[src/rtl/mem_arbiter.sv]
// mem_arbiter
//
// Purpose: gives NUM_PORTS requesters round-robin access to one memory port.
// The port is made of a command channel, a write-data channel and a read-data
// channel. A grant covers one whole transaction, which is the command followed
// by all of its data words. Only one transaction is in flight at a time.
//
// Ports (each channel is a valid/ready pair; a word moves when enable && ready):
//   clk, reset                      clock; synchronous active-high reset
//   req_enable/ready/rnw/addr/len   per-port command request (packed per port)
//   wr_enable/ready/data            per-port write-word stream
//   rd_enable/ready, rd_data        per-port read-word stream (rd_data broadcast)
//   mem_cmd_enable/ready/data       command to memory {rnw, addr, len}
//   mem_wr_enable/ready/data        write words to memory
//   mem_rd_enable/ready/data        read words from memory
module mem_arbiter #(
  parameter int NUM_PORTS  = 4,
  parameter int MEM_WIDTH  = 32,
  parameter int ADDR_WIDTH = 32,
  parameter int LEN_WIDTH  = 32
) (
  input  logic                            clk,
  input  logic                            reset,
  input  logic [NUM_PORTS-1:0]            req_enable,
  output logic [NUM_PORTS-1:0]            req_ready,
  input  logic [NUM_PORTS-1:0]            req_rnw,
  input  logic [NUM_PORTS*ADDR_WIDTH-1:0] req_addr,
  input  logic [NUM_PORTS*LEN_WIDTH-1:0]  req_len,
  input  logic [NUM_PORTS-1:0]            wr_enable,
  output logic [NUM_PORTS-1:0]            wr_ready,
  input  logic [NUM_PORTS*MEM_WIDTH-1:0]  wr_data,
  output logic [NUM_PORTS-1:0]            rd_enable,
  input  logic [NUM_PORTS-1:0]            rd_ready,
  output logic [MEM_WIDTH-1:0]            rd_data,
  output logic                            mem_cmd_enable,
  input  logic                            mem_cmd_ready,
  output logic [ADDR_WIDTH+LEN_WIDTH:0]   mem_cmd_data,
  output logic                            mem_wr_enable,
  input  logic                            mem_wr_ready,
  output logic [MEM_WIDTH-1:0]            mem_wr_data,
  input  logic                            mem_rd_enable,
  output logic                            mem_rd_ready,
  input  logic [MEM_WIDTH-1:0]            mem_rd_data
);

  localparam int IDX_W = (NUM_PORTS > 1) ? $clog2(NUM_PORTS) : 1;

  typedef enum logic [1:0] {ST_IDLE, ST_CMD, ST_WDATA, ST_RDATA} state_t;

  state_t                 state_q, state_d;
  logic [NUM_PORTS-1:0]   grant_q, grant_d;
  logic [IDX_W-1:0]       last_grant_q, last_grant_d;
  logic                   rnw_q, rnw_d;
  logic [ADDR_WIDTH-1:0]  addr_q, addr_d;
  logic [LEN_WIDTH-1:0]   len_q, len_d;
  logic [LEN_WIDTH-1:0]   count_q, count_d;

  logic                   arb_found;
  logic [IDX_W-1:0]       arb_idx;
  logic [IDX_W-1:0]       arb_cand;
  logic [NUM_PORTS-1:0]   arb_oh;
  logic                   sel_rnw;
  logic [ADDR_WIDTH-1:0]  sel_addr;
  logic [LEN_WIDTH-1:0]   sel_len;

  logic                   g_wr_enable;
  logic [MEM_WIDTH-1:0]   g_wr_data;
  logic                   g_rd_ready;

  always_ff @(posedge clk) begin
    if (reset) begin
      state_q      <= ST_IDLE;
      grant_q      <= '0;
      last_grant_q <= IDX_W'(NUM_PORTS - 1);
      rnw_q        <= 1'b0;
      addr_q       <= '0;
      len_q        <= '0;
      count_q      <= '0;
    end else begin
      state_q      <= state_d;
      grant_q      <= grant_d;
      last_grant_q <= last_grant_d;
      rnw_q        <= rnw_d;
      addr_q       <= addr_d;
      len_q        <= len_d;
      count_q      <= count_d;
    end
  end

  // Round-robin search. Candidates are walked from lowest to highest priority,
  // so the last hit is the first requester after last_grant (with wrap).
  always_comb begin
    arb_found = 1'b0;
    arb_idx   = '0;
    arb_cand  = '0;
    for (int k = NUM_PORTS; k >= 1; k--) begin
      arb_cand = IDX_W'((int'(last_grant_q) + k) % NUM_PORTS);
      if (req_enable[arb_cand]) begin
        arb_found = 1'b1;
        arb_idx   = arb_cand;
      end
    end
    arb_oh   = arb_found ? (NUM_PORTS'(1) << arb_idx) : '0;
    sel_rnw  = 1'b0;
    sel_addr = '0;
    sel_len  = '0;
    for (int i = 0; i < NUM_PORTS; i++) begin
      if (arb_oh[i]) begin
        sel_rnw  = req_rnw[i];
        sel_addr = req_addr[i*ADDR_WIDTH +: ADDR_WIDTH];
        sel_len  = req_len[i*LEN_WIDTH +: LEN_WIDTH];
      end
    end
  end

  // Data-path selection for the port that owns the current transaction.
  always_comb begin
    g_wr_enable = |(wr_enable & grant_q);
    g_rd_ready  = |(rd_ready & grant_q);
    g_wr_data   = '0;
    for (int i = 0; i < NUM_PORTS; i++) begin
      if (grant_q[i]) begin
        g_wr_data = wr_data[i*MEM_WIDTH +: MEM_WIDTH];
      end
    end
  end

  // Next state and outputs. All outputs are forced to 0 while reset is held,
  // so a reset in the middle of a transfer never exposes a stale handshake.
  always_comb begin
    state_d        = state_q;
    grant_d        = grant_q;
    last_grant_d   = last_grant_q;
    rnw_d          = rnw_q;
    addr_d         = addr_q;
    len_d          = len_q;
    count_d        = count_q;
    req_ready      = '0;
    wr_ready       = '0;
    rd_enable      = '0;
    rd_data        = '0;
    mem_cmd_enable = 1'b0;
    mem_cmd_data   = '0;
    mem_wr_enable  = 1'b0;
    mem_wr_data    = '0;
    mem_rd_ready   = 1'b0;
    if (!reset) begin
      case (state_q)
        ST_IDLE: begin
          if (arb_found) begin
            req_ready    = arb_oh;
            last_grant_d = arb_idx;
            grant_d      = arb_oh;
            rnw_d        = sel_rnw;
            addr_d       = sel_addr;
            len_d        = sel_len;
            count_d      = '0;
            // A zero-length request is consumed here and never reaches memory.
            if (sel_len != '0) begin
              state_d = ST_CMD;
            end
          end
        end
        ST_CMD: begin
          mem_cmd_enable = 1'b1;
          mem_cmd_data   = {rnw_q, addr_q, len_q};
          if (mem_cmd_ready) begin
            count_d = '0;
            state_d = rnw_q ? ST_RDATA : ST_WDATA;
          end
        end
        ST_WDATA: begin
          mem_wr_enable = g_wr_enable;
          mem_wr_data   = g_wr_data;
          wr_ready      = grant_q & {NUM_PORTS{mem_wr_ready}};
          if (g_wr_enable && mem_wr_ready) begin
            if (count_q == len_q - LEN_WIDTH'(1)) begin
              count_d = '0;
              state_d = ST_IDLE;
            end else begin
              count_d = count_q + LEN_WIDTH'(1);
            end
          end
        end
        ST_RDATA: begin
          rd_enable    = grant_q & {NUM_PORTS{mem_rd_enable}};
          rd_data      = mem_rd_data;
          mem_rd_ready = g_rd_ready;
          if (mem_rd_enable && g_rd_ready) begin
            if (count_q == len_q - LEN_WIDTH'(1)) begin
              count_d = '0;
              state_d = ST_IDLE;
            end else begin
              count_d = count_q + LEN_WIDTH'(1);
            end
          end
        end
        default: begin
          state_d = ST_IDLE;
        end
      endcase
    end
  end

endmodule

[config.mk]
export PLATFORM = sky130hd
export DESIGN_NAME = mem_arbiter
export DESIGN_NICKNAME = d
export VERILOG_FILES = /design/src/rtl/mem_arbiter.sv
export SDC_FILE = /design/constraint.sdc
export NUM_CORES = 1
export LEC_CHECK = 0
export CAP_MARGIN = 20
export CELL_PAD_IN_SITES_DETAIL_PLACEMENT = 1
export CELL_PAD_IN_SITES_GLOBAL_PLACEMENT = 1
export CORE_AREA = 2 2 228 230
export CTS_CLUSTER_DIAMETER = 40
export CTS_CLUSTER_SIZE = 30
export DETAILED_ROUTE_END_ITERATION = 8
export DIE_AREA = 0 0 230 232
export GPL_TIMING_DRIVEN = 0
export PLACE_DENSITY = 0.7
export SYNTH_ARGS = -nofsm -noshare
export SYNTH_HDL_FRONTEND = slang
export SYNTH_SLANG_ARGS = --single-unit
export TNS_END_PERCENT = 100
[constraint.sdc]
create_clock -name clk -period 3.75 [get_ports clk]
set_clock_uncertainty 0.15 [all_clocks]
set_input_delay 0.75 -clock clk [delete_from_list [all_inputs] [get_ports clk]]
set_output_delay 0.75 -clock clk [all_outputs]
set_load 0.02 [all_outputs]
==> run summary <==
=================================================================================================================
WL/cell                                                                                                   22.9 um
Die footprint                                                                                          53,400 um2
Worst skew pair latency                                                                                   0.38 ns
Slew of the pin with the lowest slew margin                                                              0.707 ns
Number of antenna violations at the first check in global routing                                               4
Area after DPL                                                                                         15,500 um2
Slowest cell on the critical path                                                                           or4_4
Slew margin rel.                                                                                            52.9%
Number of nets in the synthesized netlist                                                                   1,759
# port buffers                                                                                                578
Total power                                                                                               8.49 mW
Synthesized area per cell                                                                                6.65 um2
Vias in the first global route                                                                              13.1k
Number of cells on the worst reg-to-reg path                                                                   11
Net switching power of the design                                                                         4.31 mW
CTS Root Buffer Type                                                                                    clkbuf_16
Largest delay share family, worst path                                                               simple AND/OR/NAND/NOR gates
Number of hold buffers added after CTS                                                                          0
Pin count of the biggest net entering global routing                                                           21
Logic pwr share                                                                                             65.9%
DRT antenna net count                                                                                           0
Reported leakage power                                                                                    7.10 nW
Kind of end point of the critical path                                                                   register
Hold endpoint                                                                                          addr_q[10]
Post-route cell area                                                                                   16,300 um2
Worst hold-check path type                                                                                reg2reg
Endpoint of the worst-slack reg-to-reg timing path                                                     state_q[1]
Stage delay of the slowest cell on the critical path                                                      0.57 ns
Syn-to-layout area delta                                                                                    86.0%
Max-cap violations                                                                                              0
Average via count per standard cell                                                                          4.85
Cell Area, Synth                                                                                         8780 um2
Kind of launch point of the worst setup path                                                             register
Number of cells produced by synthesis                                                                       1,320
Seq pwr share                                                                                               22.5%
Required time of the critical path                                                                        3.86 ns
Clk sink count                                                                                                105
Register bit count reported by yosys                                                                          105
Time the worst path needs with I/O delays and setup                                                       3.72 ns
Overflow after GRT                                                                                              0
IR drop worst, VDD                                                                                     0.000284 V
Largest fanout on the critical path                                                                             8
Fraction of synthesized cell area in xor and xnor cells                                                     7.28%
Post-synthesis compound-gate area fraction                                                                  27.9%
Mux share of post-synthesis cell area                                                                       1.10%
Proportion of total power due to net switching                                                              50.8%
List of cells traversed by the critical path                                                         or4_1 > buf_4 > or4_4 > or3_4 > nor3_4 > o2111ai_4 > nor4_4 > buf_4 > a31oi_4 > a31oi_4 > mux2_1
Dominant synthesized flop cell                                                                            dfxtp_1
Sequential share of the synthesized area                                                                    23.9%
Category of the critical setup timing path                                                                reg2reg
I/O pins                                                                                                      581
Count of synthesis-stage warnings from yosys                                                                    0
Arithmetic-cell share of the synthesized area counting full adders, half adders and majority gates         0.285%
Synth async-reset ratio                                                                                        0%
Clock tree from TritonCTS                                                                                     yes
R2R setup slack                                                                                           0.03 ns
Clk pwr share                                                                                               11.6%
Clock Tree Buf Depth                                                                                            2
Chip Width                                                                                                 230 um
Final routed DRC violation total                                                                                0
Initial detailed-routing violation count                                                                      742
Placement row count                                                                                            83
Post-detail-place hpwl                                                                                  50,600 um
Die height                                                                                                 232 um
Timing-limited maximum frequency                                                                          269 MHz
Crit path DAT                                                                                             3.83 ns
Clock slew at the register clock pins of the worst setup and hold paths                                   0.08 ns
Starting Density                                                                                            17.3%
Portion of synthesized cell area occupied by the leading cell type                                          23.9%
Number of pins with negative max-slew slack in the final report                                                 0
Post-synth top area cell                                                                                  dfxtp_1
Number of endpoints failing setup at the final stage                                                            0
Post-Route WL                                                                                           59,700 um
Worst hold stages                                                                                               2
Worst setup margin                                                                                      0.0340 ns
First-pass GRT wire length                                                                              85,800 um
H-Tree Level Count                                                                                              3
Total iterations of the first detailed-routing run                                                              5
RSZ-0062 raised after global routing                                                                          yes
Reg2Reg Launch Point                                                                                     len_q[4]
Cts bufs inserted                                                                                               9
Status                                                                                               finished, final reports clean
Proportion of layout cells with a drive suffix above 1                                                      8.06%
Cell Pwr Density                                                                                       520 nW/um2
Final critical-path share of the clock period                                                               99.1%
Number of distinct library cells after synthesis                                                               63
Total routing usage reported by global routing                                                              21.4%
Main combinational cell family by area after synthesis                                               simple AND/OR/NAND/NOR gates
Number of hold-slack violations in the final timing report                                                      0
Total vias in the final route                                                                               12.6k
Min-Delay Startpoint                                                                                   addr_q[10]
Synth top area cells                                                                                 dfxtp_1 (24%), nor2_1 (12%), a21oi_1 (7.6%)
Placer congestion estimate                                                                                  0.963
Final-layout worst hold slack                                                                            0.348 ns
Worst path buffer plus inverter count                                                                           2
Nets@finish                                                                                                 2,358
Pre-CTS worst setup slack                                                                                -1.94 ns
Core Area                                                                                              50,900 um2
Simple-gate area share of the yosys netlist                                                                 33.4%
Cell internal pwr                                                                                         4.18 mW
EDFF count, synth                                                                                               0
=================================================================================================================
## cell usage after synthesis, types with 5 or more instances
cell type  number
or2_2           5
a21oi_1       133
a221o_1         7
a2bb2oi_1       6
inv_1          11
nor2b_1         9
nor2_1        280
nand3b_1        5
a21o_1          6
clkbuf_1      112
xnor2_1        47
nand2b_1        8
buf_2           6
buf_1          10
dfxtp_1       105
a211oi_1       61
nand3_1        11
a211o_1         5
xor2_1         26
o21ai_0        56
nor4_1         16
nand4_1         7
a221oi_1       18
nor3_1         45
or4_1          10
nand2_1        88
o2111ai_1       6
and3_1        106
o22ai_1         5
a22oi_1        40
## cell type report
type                       instances  area [um2]
antenna                            1        2.50
buffer                           121         631
clock buffer                       9         225
clock inverter                     7        67.6
fill                            6236       34600
inverter                          11        41.3
multi-input combinational       1076        6400
sequential                       105        2110
tap                              680         851
timing repair buffer             595        6010
## worst max-delay path by stage
stage          cells after the start            to  slack (ns)           from
3_3_place_gp                      10  req_ready[1]       -1.93  req_enable[2]
4_1_cts                            9  req_ready[1]       -0.01  req_enable[0]
5_1_grt                           11    state_q[1]        -0.1       len_q[4]
2_1_floorplan                      9  req_ready[1]        0.03  req_enable[3]
6_report                          11    state_q[1]        0.03       len_q[4]
3_5_place_dp                      10  req_ready[1]       -1.94  req_enable[2]
## layout by cell type (no fill, tap or decap), drive strengths merged, types with 49 or more instances in the layout
cell	n
clkbuf	112
dfxtp	105
and3	106
a211oi	61
nor2	280
clkdlybuf4s50	501
nand2	88
o21ai	57
a21oi	133
dlymetal6s2s	49
## tightest hold or removal path: cells and delay by family, from the launching register on
| family | cells | cell delay (ns) |
|---|---|---|
| and+or+nand+nor | 2 | 0.14 |
| DFF | 1 | 0.31 |
## power by group through the flow
stage | Clock [mW] | Combinational, mW | Sequential (mW)
final | 0.989 | 5.60 | 1.91
after global routing | 1.06 | 6.10 | 1.96
after CTS | 1.02 | 5.50 | 1.89
after detailed placement | 0 | 5.23 | 1.87
after global placement | 0 | 5.13 | 1.85
after floorplan | 0 | 3.13 | 1.69
## cell families (layout without fill, tap and decap cells)
kind of cell    after synthesis  in the layout
buf+inv                     139            743
fa+ha+maj                     2              2
simple gates                616            616
other cells                   0              1
mux                           8              8
compound gates              377            377
flops                       105            105
xor+xnor                     73             73
## registers in the layout, indices dropped and copies added (netlist names)
register and flops:
count_q 32, addr_q 32, len_q 32, rnw_q 1, last_grant_q 2, state_q 2, grant_q 4
## what timing repair did
action / CTS / global route
resized for setup: 156 / 94
buffers inserted: 8 / 7
pin swaps: 6 / 3
endpoints found under the setup margin: 199 / 112
## stage by stage
step / util (%) / instances / TNS (ns)
finish: 32.1 / 2605 / 0
global route: 32.1 / 2605 / -0.206
CTS: 31.6 / 2598 / -0.0131
detailed placement: 30.4 / 2580 / -90.70
global placement: 30.3 / 2578 / -106.46
floorplan: - / 1320 / 0
## metal layers
metal	track usage [%]	wire, um	vias up
met4	5.87	1630	2
met1	26.9	25400	6185
li1	-	-	5934
met3	5.05	3810	86
met5	0	9	-
met2	36.4	28900	423
Power figures use the tool's default switching activity.
